## src/rtl/mem_arbiter_pkg.sv

```systemverilog
// mem_arbiter_pkg: state encoding and defaults shared by the memory arbiter files
package mem_arbiter_pkg;
  typedef enum logic [1:0] {
    ARB_IDLE    = 2'd0,
    ARB_BUSY_IF = 2'd1,
    ARB_BUSY_EX = 2'd2
  } arb_state_e;
  localparam int STARVE_MAX_DEF = 4;
  localparam int STARVE_W = 4;
endpackage

```

## src/rtl/arb_starve_cnt.sv

```systemverilog
// arb_starve_cnt: saturating count of EXU grants taken while the IFU waits
module arb_starve_cnt
  import mem_arbiter_pkg::*;
#(
  parameter int MAX = STARVE_MAX_DEF
) (
  input  logic clk,
  input  logic rst,
  input  logic clr_i,
  input  logic inc_i,
  output logic at_max_o
);
  logic [STARVE_W-1:0] cnt_q, cnt_d;
  assign at_max_o = cnt_q == STARVE_W'(MAX);
  always_comb cnt_d = clr_i ? '0 : (inc_i && !at_max_o) ? cnt_q + 1'b1 : cnt_q;
  always_ff @(posedge clk or negedge rst)
    if (!rst) cnt_q <= '0;
    else cnt_q <= cnt_d;
endmodule

```

## src/rtl/mem_arbiter.sv

```systemverilog
// mem_arbiter: shares one memory port between IFU fetches and EXU loads/stores
module mem_arbiter
  import mem_arbiter_pkg::*;
#(
  parameter int ADDR_W     = 32,
  parameter int DATA_W     = 32,
  parameter int STARVE_MAX = STARVE_MAX_DEF
) (
  input  logic              clk,
  input  logic              rst,
  input  logic              if_req_i,
  input  logic [ADDR_W-1:0] if_addr_i,
  input  logic              if_flush_i,
  output logic              if_gnt_o,
  output logic              if_rvalid_o,
  output logic [DATA_W-1:0] if_rdata_o,
  input  logic              ex_req_i,
  input  logic              ex_we_i,
  input  logic [ADDR_W-1:0] ex_addr_i,
  input  logic [DATA_W-1:0] ex_wdata_i,
  input  logic [3:0]        ex_wmask_i,
  output logic              ex_gnt_o,
  output logic              ex_rvalid_o,
  output logic [DATA_W-1:0] ex_rdata_o,
  output logic              hold_flag_o,
  output logic              mem_req_o,
  output logic              mem_we_o,
  output logic [ADDR_W-1:0] mem_addr_o,
  output logic [DATA_W-1:0] mem_wdata_o,
  output logic [3:0]        mem_wmask_o,
  input  logic              mem_gnt_i,
  input  logic              mem_rvalid_i,
  input  logic [DATA_W-1:0] mem_rdata_i,
  output logic              err_o
);
  arb_state_e state_q, state_d;
  logic drop_pend_q, drop_pend_d, ex_issued_q, ex_issued_d, err_q, err_d;
  logic idle, rsp, rsp_if, rsp_ex, can_issue, ex_elig, sel_if, sel_ex, accept, at_max;
  arb_starve_cnt #(.MAX(STARVE_MAX)) u_starve (
    .clk      (clk),
    .rst      (rst),
    .clr_i    (if_gnt_o | ~if_req_i),
    .inc_i    (ex_gnt_o & if_req_i),
    .at_max_o (at_max)
  );
  // A held ex_req_i counts as a fresh request only once its access completes
  always_comb begin
    idle        = state_q == ARB_IDLE;
    rsp         = mem_rvalid_i & ~idle;
    rsp_if      = rsp & (state_q == ARB_BUSY_IF);
    rsp_ex      = rsp & (state_q == ARB_BUSY_EX);
    can_issue   = rst & (idle | mem_rvalid_i);
    ex_elig     = ex_req_i & (~ex_issued_q | rsp_ex);
    sel_if      = if_req_i & (~ex_elig | at_max);
    mem_req_o   = can_issue & (if_req_i | ex_elig);
    sel_ex      = mem_req_o & ~sel_if;
    accept      = mem_req_o & mem_gnt_i;
    if_gnt_o    = accept & sel_if;
    ex_gnt_o    = accept & ~sel_if;
    mem_we_o    = sel_ex & ex_we_i;
    mem_addr_o  = ~mem_req_o ? '0 : sel_if ? if_addr_i : ex_addr_i;
    mem_wdata_o = sel_ex ? ex_wdata_i : '0;
    mem_wmask_o = sel_ex ? ex_wmask_i : '0;
    ex_rvalid_o = rsp_ex;
    ex_rdata_o  = rsp_ex ? mem_rdata_i : '0;
    if_rvalid_o = rsp_if & ~drop_pend_q & ~if_flush_i;
    if_rdata_o  = if_rvalid_o ? mem_rdata_i : '0;
    hold_flag_o = rst & ex_req_i & ~ex_rvalid_o;
    state_d     = accept ? (sel_if ? ARB_BUSY_IF : ARB_BUSY_EX) : rsp ? ARB_IDLE : state_q;
    drop_pend_d = (state_q == ARB_BUSY_IF) & ~mem_rvalid_i & (drop_pend_q | if_flush_i);
    ex_issued_d = ex_gnt_o | (ex_issued_q & ~rsp_ex);
    err_d       = err_q | (idle & mem_rvalid_i);
  end
  assign err_o = err_q;
  always_ff @(posedge clk or negedge rst)
    if (!rst) begin
      state_q     <= ARB_IDLE;
      drop_pend_q <= 1'b0;
      ex_issued_q <= 1'b0;
      err_q       <= 1'b0;
    end else begin
      state_q     <= state_d;
      drop_pend_q <= drop_pend_d;
      ex_issued_q <= ex_issued_d;
      err_q       <= err_d;
    end
endmodule
```

## config.mk

```make
export PLATFORM = sky130hd
export DESIGN_NAME = mem_arbiter
export DESIGN_NICKNAME = d
export VERILOG_FILES = /design/src/rtl/mem_arbiter_pkg.sv /design/src/rtl/arb_starve_cnt.sv /design/src/rtl/mem_arbiter.sv
export SDC_FILE = /design/constraint.sdc
export NUM_CORES = 1
export LEC_CHECK = 0
export CORE_AREA = 2 2 107 109
export DETAILED_ROUTE_END_ITERATION = 12
export DIE_AREA = 0 0 109 111
export PLACE_DENSITY = 0.71
export SLEW_MARGIN = 20
export SYNTH_ARGS = -nofsm -noshare
export SYNTH_HDL_FRONTEND = slang
export SYNTH_HIERARCHICAL = 1
export SYNTH_SLANG_ARGS = --single-unit
```

## constraint.sdc

```tcl
create_clock -name clk -period 5.8 [get_ports clk]
set_input_delay 1.16 -clock clk [delete_from_list [all_inputs] [get_ports clk]]
set_output_delay 1.16 -clock clk [all_outputs]
set_load 0.01 [all_outputs]
```

-- Word-level counts from Yosys, hierarchy flattened
Cells that the tools add are included.
- eq/ne operators: 3
- reduce and logical (&&, ||, !) cells: 5
- $add $sub $neg: 1
- mux-type cells: 11
- bitwise operators: 38
- operators by type and width (operator ; number):
    two-way mux 32 bit ; 5
    bitwise AND 1 bit ; 21
    two-way mux 4 bit ; 3
    inverter 1 bit ; 9
    OR 1 bit ; 8
    two-way mux 2 bit ; 3
    adder 4 x 1 -> 4 bit, second input constant ; 1
    == test 4 x 3 -> 1 bit, second input constant ; 1
    nonzero test 2 bit ; 2
    == test 2 x 1 -> 1 bit, second input constant ; 1
    == test 2 bit, second input constant ; 1
    logical NOT 2 bit ; 1
    logical AND 1 bit ; 1
    logical NOT 1 bit ; 1
- output and inout port bits: 140
- logic and storage cells: 63
- input bits: 140
- register bits after elaboration: 9

-- Logic depth before layout (Yosys ltp)
- word-level depth: 15
- depth in mapped cells: 12

-- Cells and area by module
The synthesis kept the hierarchy.
- by module, submodules not included (module ; cells an instance ; area each (µm²) ; seq. area each (µm²) ; times used):
    mem_arbiter ; 227 ; 1619.1 ; 125.1 ; 1
    arb_starve_cnt ; 23 ; 235.2 ; 100.1 ; 1

-- Worst setup path after synthesis
Ideal clock, no wire load.
- path type: in2out
- start: in if_req_i
- end: out mem_wdata_o[16]
- arrival: 2.195 ns
- required time: 4.640 ns
- cell stages on the path: 6
- slack: 2.445 ns
- path through: clkbuf_1 > nand2_1 > o2111a_1 > clkbuf_2 > clkbuf_1 > and3_1
- cells in the longest elaborated chain, start to end: 4
- elaborated cells between the ends (all ways): 6
- those cells by class: 1 x mux; 5 x bitwise
- RTL lines (element ; RTL line ; text):
    start, declared ; mem_arbiter.sv:11 ; input logic if_req_i,
    OR 1 bit or bitwise AND 1 bit (tied branches) ; mem_arbiter.sv:55, mem_arbiter.sv:54 ;
    bitwise AND 1 bit or inverter 1 bit (tied branches) ; mem_arbiter.sv:55, mem_arbiter.sv:56 ;
    bitwise AND 1 bit * ; mem_arbiter.sv:56 ; sel_ex = mem_req_o & ~sel_if;
    two-way mux 32 bit * ; mem_arbiter.sv:62 ; mem_wdata_o = sel_ex ? ex_wdata_i : '0;
    end, declared ; mem_arbiter.sv:29 ; output logic [DATA_W-1:0] mem_wdata_o,
Every way passes the cells marked *; elsewhere a longest branch is shown, timed or not.

-- Worst setup path after layout
- start: in mem_rvalid_i
- end: out mem_addr_o[25]
- cells in the longest elaborated chain, start to end: 9
- elaborated cells between the ends (all ways): 13
- those cells by class: 2 x mux; 11 x bitwise
- RTL lines (element ; RTL line ; text):
    start, declared ; mem_arbiter.sv:32 ; input logic mem_rvalid_i,
    bitwise AND 1 bit ; mem_arbiter.sv:49 ; rsp = mem_rvalid_i & ~idle;
    bitwise AND 1 bit ; mem_arbiter.sv:51 ; rsp_ex = rsp & (state_q == ARB_BUSY_EX);
    OR 1 bit ; mem_arbiter.sv:53 ; ex_elig = ex_req_i & (~ex_issued_q | rsp_ex);
    bitwise AND 1 bit ; mem_arbiter.sv:53 ;
    inverter 1 bit ; mem_arbiter.sv:54 ; sel_if = if_req_i & (~ex_elig | at_max);
    OR 1 bit ; mem_arbiter.sv:54 ;
    bitwise AND 1 bit ; mem_arbiter.sv:54 ;
    two-way mux 32 bit ; mem_arbiter.sv:61 ; mem_addr_o = ~mem_req_o ? '0 : sel_if ? if_addr_i : ex_addr_i;
    two-way mux 32 bit * ; mem_arbiter.sv:61 ;
    end, declared ; mem_arbiter.sv:28 ; output logic [ADDR_W-1:0] mem_addr_o,
Marked as above.

==> metrics.csv <==
stage;metric;value;unit
run_status;status;finished, final reports clean;
floorplanning;rows;39;
hold_path;worst_hold_startpoint;err_o;
worst_setup_path;critPathMaxStageDelay;0.64;ns
synth;synth_ff_type;dfrtp_1;
placed_design;place.gp.congestion;0.822;
clocking;cts_tree;done;
worst_setup_path;critPathSlowestCell;clkdlybuf4s50_1;
cells_and_area;layout_common_cells;clkdlybuf4s50_1 (279), and2_1 (64), and3_1 (37);
synth;synth_seq_cells;9;
timing;setup_violations;0;
synth;synth_seq_area_share;0.121;
clocking;clk_path_buf_depth;2;
clocking;cts_hold_buf;0;
clocking;cts_resized;0;
floorplanning;initial_core_util;0.167;
clocking;clk_latency;0.24;ns
flow_run;drv_cap;0;
worst_setup_path;ff2ff_path_depth;7;
global_routing;antenna_found_initial;0;
worst_setup_path;cp.required;4.64;ns
floorplanning;dieArea;12100;sq um
timing;slew_viol_final;0;
synth;yosys_warnings;6;
clocking;clk_pin_slew;0.04;ns
global_routing;grt_pass1_vias;2650;
clocking;htreeDepth;1;
worst_setup_path;crit_chain;clkdlybuf4s50_1 > nand3b_4 > clkinv_2 > a2bb2oi_4 > buf_4 > mux2i_1 > nor2_1 > clkdlybuf4s50_1;
timing;rsz0062_at_grt;false;
worst_setup_path;cp_max_fo;35;
route;post_drt_wl_per_cell;13.9;um
worst_setup_path;path_class;in -> out;
placed_design;numPortBuffers;279;
worst_setup_path;crit_path_start_kind;input port;
timing;skew;0.00193;ns
synth;synth_fp_nets;392;
clocking;root_buffer;clkbuf_16;
timing;worst_pin_slew;0.921;ns
cells_and_area;diodes;0;
hold_path;min_to;err_o;
route;finalWirelength;9150;um
synth;synthArstFlopShare;1.00;
cells_and_area;final_cells;659;
route;ant_nets;0;
clocking;cts_buffers;3;
global_routing;grt_max_degree;40;
floorplanning;die_y;111;um
worst_setup_path;crit_arrival;3.77;ns
hold_path;hp-class;reg -> reg;
worst_setup_path;worstSetupEndpointType;primary output;
power;peakVddDrop;102;uV
worst_setup_path;reg2reg_from;state_q[0];
floorplanning;die_w;109;um
timing;fmax;203;MHz
synth;synth_edf_count;0;
placed_design;dp.cells;655;
route;drt-pass1-iter-count;4;
timing;fin_crit_sh;0.851;
global_routing;grt_overflow;0;
route;via_per_inst;4.21;
timing;max_slew_margin;0.386;
global_routing;track_usage;0.136;
power;power_density;123;nW/um^2
timing;hold_viol;0;
synth;synth.distinct_cells;36;
worst_setup_path;timing.rr.end;u_starve/cnt_q[3];
worst_setup_path;cp_common_cell;clkdlybuf4s50_1;
timing;post-route-min-period;4.93;ns
synth;synth_cells;250;
synth;syn_area_per_cell;7.42;sq um
synth;synthesis.area;1850;sq um
clocking;cts_sinks;9;
floorplanning;ios;280;
route;drc;0;
worst_setup_path;r2r_setup_slack;3.31;ns
clocking;cts_setup_buffers;0;
route;vias;2776;
placed_design;dp_hpwl;7730;um
power;power_leakage;2.02;nW
cells_and_area;drive_gt1_frac;0.0698;
timing;tns;0;ns
floorplanning;core;11100;sq um
cells_and_area;nFillCells;1100;
cells_and_area;layout.nets;659;
global_routing;grt_pass1_wl;13100;um
cells_and_area;syn2layout_area_growth;160;%
route;drtIter0Drc;135;
hold_path;holdPathStages;1;
cells_and_area;final_common_cell;clkdlybuf4s50_1;
-- cell type report --
class                           instances  area [sq um]  share of cell area
Tap cell                              143           179              0.0372
Clock buffer                            4          78.8              0.0164
Multi-Input combinational cell        213          1480               0.308
Inverter                                7          27.5             0.00572
Timing Repair Buffer                  283          2820               0.586
Sequential cell                         9           225              0.0468
-- through the flow --
| stage | total power [mW] | instance area (sq um) | setup WS (ns) | hold slack, ns | util |
|---|---|---|---|---|---|
| floorplan | 0.268 | 1850 | 2.45 | 0.493 | - |
| detailed placement | 0.475 | 4730 | 0.845 | 0.469 | 0.427 |
| CTS | 0.600 | 4810 | 0.835 | 0.478 | 0.435 |
| global placement | 0.470 | 4730 | 0.854 | 0.457 | 0.427 |
| finish | 0.594 | 4810 | 0.867 | 0.475 | 0.435 |
| global route | 0.631 | 4810 | 0.722 | 0.494 | 0.435 |
-- layer usage --
layer / share of wire / GRT usage / vias up
met1: 0.35 / 0.140 / 1229
met5: 0 / 0 / -
met4: 0.0056 / 0.0179 / 0
met3: 0.13 / 0.0412 / 6
li1: - / - / 1369
met2: 0.51 / 0.267 / 172
-- cells in the mapped netlist, types with 2 or more instances --
master,count,area share
dfrtp_1,9,0.12
clkbuf_1,14,0.028
nand2_1,9,0.018
buf_2,3,0.0081
nand3b_4,2,0.022
nand2b_1,2,0.0067
mux2i_1,32,0.17
nand3_1,2,0.0054
and3_1,37,0.12
nor2_1,15,0.030
a21oi_1,5,0.013
a21o_1,3,0.012
ha_1,2,0.013
buf_12,3,0.032
nor2_2,23,0.078
inv_1,6,0.012
and2_1,64,0.22
-- logic make-up (layout without fill, tap and decap cells) --
kind of cell               after synthesis  count (layout)  share of synthesized area
and+or+nand+nor                        161             161                      0.528
adders and majority gates                2               2                     0.0135
buffers and inverters                   28             294                     0.0864
muxes                                   32              32                      0.173
AOI/OAI and AO/OA                       18              18                     0.0776
DFF                                      9               9                      0.121
-- worst max-delay path: cells and delay by family --
family / cells / cell delay (ns)
AO/OA/AOI/OAI: 1 / 0.17
buffers and inverters: 4 / 1.88
multiplexers: 1 / 0.34
AND/OR/NAND/NOR: 2 / 0.18
-- worst max-delay path by stage --
stage,start,end,slack (ns),cells after the start
finish,mem_rvalid_i,mem_addr_o[25],0.87,8
detailed placement,mem_rvalid_i,mem_addr_o[25],0.85,8
CTS,mem_rvalid_i,mem_addr_o[25],0.84,8
global placement,mem_rvalid_i,mem_addr_o[30],0.85,8
global route,mem_rvalid_i,mem_addr_o[25],0.72,8
floorplan,if_req_i,mem_wdata_o[16],2.45,6
-- flip-flops by register name, indices dropped and copies added, names as in the netlist --
| register | count |
|---|---|
| drop_pend_q | 1 |
| err_o | 1 |
| ex_issued_q | 1 |
| state_q | 2 |
| u_starve/cnt_q | 4 |
-- where the power goes --
group | leakage [nW] | total, mW | switching (mW) | internal (mW)
registers | 0.116 | 0.0744 | 0.00678 | 0.0677
clock network | 0.0382 | 0.122 | 0.0297 | 0.0918
logic | 1.87 | 0.398 | 0.166 | 0.232
Power figures use the tool's default switching activity.
